$ cat src/rtl/display_out_parallel_if.sv
// Pixel bus between the timing/colour source and the parallel RGB output stage.
// The master drives the i_* timing/colour inputs; the slave drives the o_* pin-side outputs.
interface display_out_parallel_if #(
  parameter int unsigned IN_BITS   = 8,
  parameter int unsigned COLR_BITS = 1
);
  logic                 i_hs;
  logic                 i_vs;
  logic                 i_de;
  logic                 i_frame;
  logic [15:0]          i_sx;
  logic [15:0]          i_sy;
  logic [IN_BITS-1:0]   i_red;
  logic [IN_BITS-1:0]   i_green;
  logic [IN_BITS-1:0]   i_blue;
  logic                 o_hs;
  logic                 o_vs;
  logic                 o_de;
  logic [COLR_BITS-1:0] o_red;
  logic [COLR_BITS-1:0] o_green;
  logic [COLR_BITS-1:0] o_blue;

  modport master (
    output i_hs, i_vs, i_de, i_frame, i_sx, i_sy, i_red, i_green, i_blue,
    input  o_hs, o_vs, o_de, o_red, o_green, o_blue
  );

  modport slave (
    input  i_hs, i_vs, i_de, i_frame, i_sx, i_sy, i_red, i_green, i_blue,
    output o_hs, o_vs, o_de, o_red, o_green, o_blue
  );
endinterface

$ cat src/rtl/display_out_parallel.sv
// Parallel-RGB output stage: 2-cycle aligned timing/colour, DE blanking, colour reduction.
// DISPLAY_OUT_DITHER_EN builds the 4x4 Bayer ordered dither with a 4-phase frame rotation.
module display_out_parallel #(
  parameter int unsigned IN_BITS   = 8,
  parameter int unsigned COLR_BITS = 1,
  parameter bit          H_POL     = 1'b0,
  parameter bit          V_POL     = 1'b0
) (
  input  logic                   i_pix_clk,
  input  logic                   i_rst_n,
  display_out_parallel_if.slave  bus
);
  localparam int unsigned D   = IN_BITS - COLR_BITS;
  localparam int unsigned NCH = 3;

  logic [IN_BITS-1:0]            off_c;
  logic [NCH-1:0][IN_BITS-1:0]   pix_c;
  logic [NCH-1:0][IN_BITS-1:0]   sat_c;
  logic [NCH-1:0][IN_BITS:0]     sum_c;
  logic [NCH-1:0][COLR_BITS-1:0] s1_d, s1_q;
  logic [NCH-1:0][COLR_BITS-1:0] out_d, out_q;
  logic [1:0]                    hs_d, hs_q;
  logic [1:0]                    vs_d, vs_q;
  logic [1:0]                    de_d, de_q;
  logic                          unused_c;

  assign pix_c = {bus.i_blue, bus.i_green, bus.i_red};

`ifdef DISPLAY_OUT_DITHER_EN
  logic [1:0] fc_d, fc_q;
  logic [3:0] idx_c;
  logic [3:0] t_c;

  // Frame counter rotates the threshold matrix each frame.
  always_comb begin
    fc_d = fc_q;
    if (bus.i_frame) fc_d = fc_q + 2'd1;
  end

  always_ff @(posedge i_pix_clk or negedge i_rst_n) begin
    if (!i_rst_n) fc_q <= 2'd0;
    else          fc_q <= fc_d;
  end

  always_comb begin
    idx_c = {bus.i_sy[1:0], bus.i_sx[1:0]} ^ {fc_q, fc_q};
    t_c   = 4'd0;
    case (idx_c)
      4'd0:  t_c = 4'd0;   4'd1:  t_c = 4'd8;   4'd2:  t_c = 4'd2;   4'd3:  t_c = 4'd10;
      4'd4:  t_c = 4'd12;  4'd5:  t_c = 4'd4;   4'd6:  t_c = 4'd14;  4'd7:  t_c = 4'd6;
      4'd8:  t_c = 4'd3;   4'd9:  t_c = 4'd11;  4'd10: t_c = 4'd1;   4'd11: t_c = 4'd9;
      4'd12: t_c = 4'd15;  4'd13: t_c = 4'd7;   4'd14: t_c = 4'd13;  4'd15: t_c = 4'd5;
      default: t_c = 4'd0;
    endcase
  end

  // Scale the 4-bit threshold so it spans one output LSB.
  if (D == 0) begin : g_off_none
    assign off_c = '0;
  end else if (D >= 4) begin : g_off_shl
    assign off_c = IN_BITS'(t_c) << (D - 4);
  end else begin : g_off_shr
    assign off_c = IN_BITS'(t_c >> (4 - D));
  end

  assign unused_c = &{1'b0, bus.i_sx[15:2], bus.i_sy[15:2], t_c, sat_c, sum_c};
`else
  assign off_c    = '0;
  assign unused_c = &{1'b0, bus.i_sx, bus.i_sy, bus.i_frame, sat_c, sum_c};
`endif

  // Stage 1: saturating add of the offset, keep the top COLR_BITS.
  always_comb begin
    sum_c = '0;
    sat_c = '0;
    s1_d  = '0;
    for (int unsigned ch = 0; ch < NCH; ch++) begin
      sum_c[ch] = {1'b0, pix_c[ch]} + {1'b0, off_c};
      sat_c[ch] = sum_c[ch][IN_BITS] ? '1 : sum_c[ch][IN_BITS-1:0];
      s1_d[ch]  = sat_c[ch][IN_BITS-1 -: COLR_BITS];
    end
  end

  // Stage 2: blank colour with the stage-1 copy of de; timing shifts alongside.
  always_comb begin
    hs_d  = {hs_q[0], bus.i_hs};
    vs_d  = {vs_q[0], bus.i_vs};
    de_d  = {de_q[0], bus.i_de};
    out_d = '0;
    if (de_q[0]) out_d = s1_q;
  end

  always_ff @(posedge i_pix_clk or negedge i_rst_n) begin
    if (!i_rst_n) begin
      hs_q  <= {2{~H_POL}};
      vs_q  <= {2{~V_POL}};
      de_q  <= 2'b00;
      s1_q  <= '0;
      out_q <= '0;
    end else begin
      hs_q  <= hs_d;
      vs_q  <= vs_d;
      de_q  <= de_d;
      s1_q  <= s1_d;
      out_q <= out_d;
    end
  end

  assign bus.o_hs    = hs_q[1];
  assign bus.o_vs    = vs_q[1];
  assign bus.o_de    = de_q[1];
  assign bus.o_red   = out_q[0];
  assign bus.o_green = out_q[1];
  assign bus.o_blue  = out_q[2];
endmodule

$ cat src/flat_wrapper.sv
// flat-port wrapper written by rule: the top's interface ports become plain ports
module display_out_parallel_flat 
#(
  parameter int unsigned IN_BITS   = 8,
  parameter int unsigned COLR_BITS = 1,
  parameter bit          H_POL     = 1'b0,
  parameter bit          V_POL     = 1'b0
)
  (i_pix_clk, i_rst_n, bus_i_hs, bus_i_vs, bus_i_de, bus_i_frame, bus_i_sx, bus_i_sy, bus_i_red, bus_i_green, bus_i_blue, bus_o_hs, bus_o_vs, bus_o_de, bus_o_red, bus_o_green, bus_o_blue);
  display_out_parallel_if #(.IN_BITS(IN_BITS), .COLR_BITS(COLR_BITS)) bus_i ();
  input  logic i_pix_clk;
  input  logic i_rst_n;
  input wire logic [$bits(bus_i.i_hs)-1:0] bus_i_hs;
  input wire logic [$bits(bus_i.i_vs)-1:0] bus_i_vs;
  input wire logic [$bits(bus_i.i_de)-1:0] bus_i_de;
  input wire logic [$bits(bus_i.i_frame)-1:0] bus_i_frame;
  input wire logic [$bits(bus_i.i_sx)-1:0] bus_i_sx;
  input wire logic [$bits(bus_i.i_sy)-1:0] bus_i_sy;
  input wire logic [$bits(bus_i.i_red)-1:0] bus_i_red;
  input wire logic [$bits(bus_i.i_green)-1:0] bus_i_green;
  input wire logic [$bits(bus_i.i_blue)-1:0] bus_i_blue;
  output wire logic [$bits(bus_i.o_hs)-1:0] bus_o_hs;
  output wire logic [$bits(bus_i.o_vs)-1:0] bus_o_vs;
  output wire logic [$bits(bus_i.o_de)-1:0] bus_o_de;
  output wire logic [$bits(bus_i.o_red)-1:0] bus_o_red;
  output wire logic [$bits(bus_i.o_green)-1:0] bus_o_green;
  output wire logic [$bits(bus_i.o_blue)-1:0] bus_o_blue;
  assign bus_i.i_hs = bus_i_hs;
  assign bus_i.i_vs = bus_i_vs;
  assign bus_i.i_de = bus_i_de;
  assign bus_i.i_frame = bus_i_frame;
  assign bus_i.i_sx = bus_i_sx;
  assign bus_i.i_sy = bus_i_sy;
  assign bus_i.i_red = bus_i_red;
  assign bus_i.i_green = bus_i_green;
  assign bus_i.i_blue = bus_i_blue;
  assign bus_o_hs = bus_i.o_hs;
  assign bus_o_vs = bus_i.o_vs;
  assign bus_o_de = bus_i.o_de;
  assign bus_o_red = bus_i.o_red;
  assign bus_o_green = bus_i.o_green;
  assign bus_o_blue = bus_i.o_blue;
  display_out_parallel #(.IN_BITS(IN_BITS), .COLR_BITS(COLR_BITS), .H_POL(H_POL), .V_POL(V_POL)) u_core (.i_pix_clk(i_pix_clk), .i_rst_n(i_rst_n), .bus(bus_i));
endmodule
$ cat config.mk
export PLATFORM = sky130hd
export DESIGN_NAME = display_out_parallel_flat
export DESIGN_NICKNAME = d
export VERILOG_FILES = /design/src/rtl/display_out_parallel_if.sv /design/src/rtl/display_out_parallel.sv /design/src/flat_wrapper.sv
export SDC_FILE = /design/constraint.sdc
export NUM_CORES = 1
export LEC_CHECK = 0
export BUFFER_PORTS_ARGS = -buffer_cell sky130_fd_sc_hd__buf_2
export CAP_MARGIN = 20
export CORE_MARGIN = 5
export CORE_UTILIZATION = 24
export DETAILED_ROUTE_END_ITERATION = 10
export PLACE_DENSITY = 0.8
export SYNTH_ARGS = -nofsm -noshare
export SYNTH_HDL_FRONTEND = slang
export SYNTH_SLANG_ARGS = --single-unit
$ cat constraint.sdc
create_clock -name i_pix_clk -period 1.16 [get_ports i_pix_clk]
set_input_delay 0.232 -clock i_pix_clk [delete_from_list [all_inputs] [get_ports i_pix_clk]]
set_output_delay 0.232 -clock i_pix_clk [all_outputs]
set_load 0.005 [all_outputs]
---- After elaboration in Yosys (flattened, before gate mapping) ----
Cells that the tools add are included.
cells by class
  add/subtract/negate cells ............... 0
  $mul .................................... 0
  div/mod/pow operators ................... 0
  $lt $le $gt $ge ......................... 0
  equality and inequality tests ........... 0
  shift operators ......................... 0
  mux-type cells .......................... 1
  bitwise logic cells ..................... 0
  reductions and logical operators ........ 0
operators by type and width
  kind    number
  $mux 3  1
word-level totals
  bits in registers ....................... 12
  bits in latches ......................... 0
  memory bits (writable) .................. 0
  bits in read-only memories .............. 0
  input port bits ......................... 62
  logic and storage cells ................. 10
  memories kept ........................... 0

---- Longest topological paths before layout ----
  depth after elaboration ................. 1
  depth in mapped cells ................... 1
  mapped depth without buffers ............ 1

---- Worst setup path after synthesis ----
No wires, ideal clock.
  path kind ............................... flip-flop to output port
  from .................................... reg u_core.hs_q[1]
  to ...................................... out bus_o_hs
  arrival time ............................ 0.501 ns
  data required time ...................... 0.928 ns
  path slack .............................. 0.427 ns
  cell stages (with the launch flop) ...... 1
  cells stage by stage .................... dfstp_2
RTL lines
  what                      line                         RTL
  start: declaration        display_out_parallel.sv:22   logic [1:0] hs_d, hs_q;
  start signal: assignment  display_out_parallel.sv:95   hs_q <= {2{~H_POL}};
  start signal: assignment  display_out_parallel.sv:101  hs_q <= hs_d;
  end: declaration          flat_wrapper.sv:22           output wire logic [$bits(bus_i.o_hs)-1:0] bus_o_hs;
No word-level cell between the ends.

---- Worst setup path in the final report ----
  from .................................... reg u_core.vs_q[1]
  to ...................................... out bus_o_vs
RTL lines
  what                      line                         RTL
  start: declaration        display_out_parallel.sv:23   logic [1:0] vs_d, vs_q;
  start signal: assignment  display_out_parallel.sv:96   vs_q <= {2{~V_POL}};
  start signal: assignment  display_out_parallel.sv:102  vs_q <= vs_d;
  end: declaration          flat_wrapper.sv:23           output wire logic [$bits(bus_i.o_vs)-1:0] bus_o_vs;
No word-level cell between the ends.

==> results.json <==
{
  "viasPerCell": 3.417,
  "final_common_cell": "buf_2",
  "gp_congestion": 0.6130,
  "drive_gt1_share_pct": 63.64,
  "rsz0062_at_grt": "no",
  "worstSetupPathType": "flop to output pin",
  "placed_area_sq_um": 407.9,
  "cts.sinks": 12,
  "cap_violations": 0,
  "syn_inst": 15,
  "crit_chain": "buf_2",
  "cp_top_family": "flip-flops",
  "slowest_stage": "dfstp_2",
  "synth.net_count": 77,
  "core_region_area_sq_um": 1285,
  "cts_tree": "done",
  "cts_buffers": 3,
  "track_usage_pct": 5.666,
  "dp.cells": 43,
  "p_total_mw": 0.8003,
  "root_buffer": "clkbuf_4",
  "die_h_um": 46.75,
  "preCtsSetupSlack_ns": 0.3304,
  "worstPathRequired_ns": 0.93,
  "fin_util_pct": 35.35,
  "yosysUniqueCellTypes": 3,
  "dr.pass1.iters": 1,
  "finalSetupTns_ns": 0,
  "report.final.slew_viol_count": 0,
  "drc": 0,
  "area_growth_pct": 40.15,
  "diodes": 0,
  "grt_antenna_before_repair": 0,
  "grt_pass1_wl_um": 731,
  "crit_path_start_kind": "flop",
  "layout.nets": 96,
  "yosys_warnings": 0,
  "cts_buffer_depth": 2,
  "startpoint": "u_core.vs_q[1]",
  "r2r_start": "u_core.de_q[0]",
  "drtAntennaViolNets": 0,
  "hp-start": "bus_i_hs",
  "ir_drop_mv": 0.5776,
  "ys_seq_area_share_pct": 94.21,
  "slew-limit-headroom_pct": 83.74,
  "final_cell_mix": "13 x buf_2, 8 x dfrtp_1, 4 x dfstp_2",
  "postCtsSetupBuffers": 0,
  "power_density_nw_per_um2": 1762,
  "clock_latency_ns": 0.26,
  "fmax_mhz": 900.8,
  "htreeDepth": 1,
  "fin_cells": 48,
  "cts-hold-fix-buffers": 1,
  "total_leakage_power_nw": 0.2258,
  "wirelength_um": 435,
  "setup_viol": 0,
  "syn-cell-area_sq_um": 324.1,
  "fin_crit_sh_pct": 95.70,
  "synth_seq_cells": 12,
  "timing.hold.ws_ns": 0.06358,
  "cts_resized": 0,
  "critPathArrivalTime_ns": 0.88,
  "num_vias": 164,
  "crit_path_max_fanout": 1,
  "rows": 13,
  "start_util_pct": 25.22,
  "crit_path_end_kind": "output pin",
  "first_global_vias": 170,
  "die_w_um": 46.75,
  "status": "finished clean",
  "finalInstanceArea_sq_um": 454.2,
  "skew_ns": 0.0004420,
  "fin_crit_ns": 1.110,
  "io_buffers": 13,
  "drt_iter0_markers": 0,
  "wl_per_cell_um": 9.063,
  "clk_pin_slew_ns": 0.07,
  "ios": 68,
  "max_stage_delay_ns": 0.52,
  "dieArea_sq_um": 2185,
  "syn_avg_cell_area_sq_um": 21.60,
  "grt-ovfl-total": 0,
  "regToRegSetupSlack_ns": 0.50,
  "critPathBufInv": 1,
  "grt_max_degree": 13,
  "layout_setup_ws_ns": 0.04987,
  "hold_viol_final": 0,
  "worst_pin_slew_ns": 0.2439,
  "hold_path.class": "primary input to flop"
}
[worst paths after layout]
check,depth (start not counted),to
setup / recovery,1,bus_o_vs
hold / removal,1,u_core.hs_q[0]
setup reg to reg,1,u_core.bus.o_blue
hold reg to reg,0,u_core.vs_q[1]
max in group asynchronous,2,u_core.vs_q[0]
min in group asynchronous,2,u_core.bus.o_red
[state kept, by name, summed over array words and instances, names as in the netlist]
name and count:
u_core.s1_q 3, u_core.de_q 2, u_core.hs_q 2, u_core.vs_q 2, u_core.bus.o_blue 1, u_core.bus.o_green 1
u_core.bus.o_red 1
[Yosys cell counts]
cell type | instances | area, sq um
and2_1 | 3 | 18.77
dfrtp_1 | 8 | 200.2
dfstp_2 | 4 | 105.1
[report_power, final]
group | total, mW | internal [mW] | leakage [nW] | switching [mW]
logic | 0.0359 | 0.0198 | 0.0658 | 0.0161
clock network | 0.314 | 0.190 | 0.0210 | 0.124
registers | 0.450 | 0.445 | 0.139 | 0.00540
total | 0.800 | 0.655 | 0.226 | 0.145
[metal layers]
metal  part of all wire (%)  GRT usage, %  vias to the layer above
met5                      0             0                        -
met4                    3.2         8.287                        0
met3                     23         3.831                        2
met2                     31         5.495                       14
met1                     42         6.388                       66
li1                       -             -                       82
[area by class of cell]
class	count	area, sq um
Clock buffer	4	36.28
Fill cell	124	830.8
Multi-Input combinational cell	3	18.77
Sequential cell	12	305.3
Tap cell	15	18.77
Timing Repair Buffer	14	75.07
[logic make-up (layout without fill, tap and decap cells)]
family / after synthesis / in the layout / synth area share [%]
simple gates: 3 / 3 / 5.792
flops: 12 / 12 / 94.21
buf+inv: 0 / 18 / 0
(Power assumes the default switching activity.)
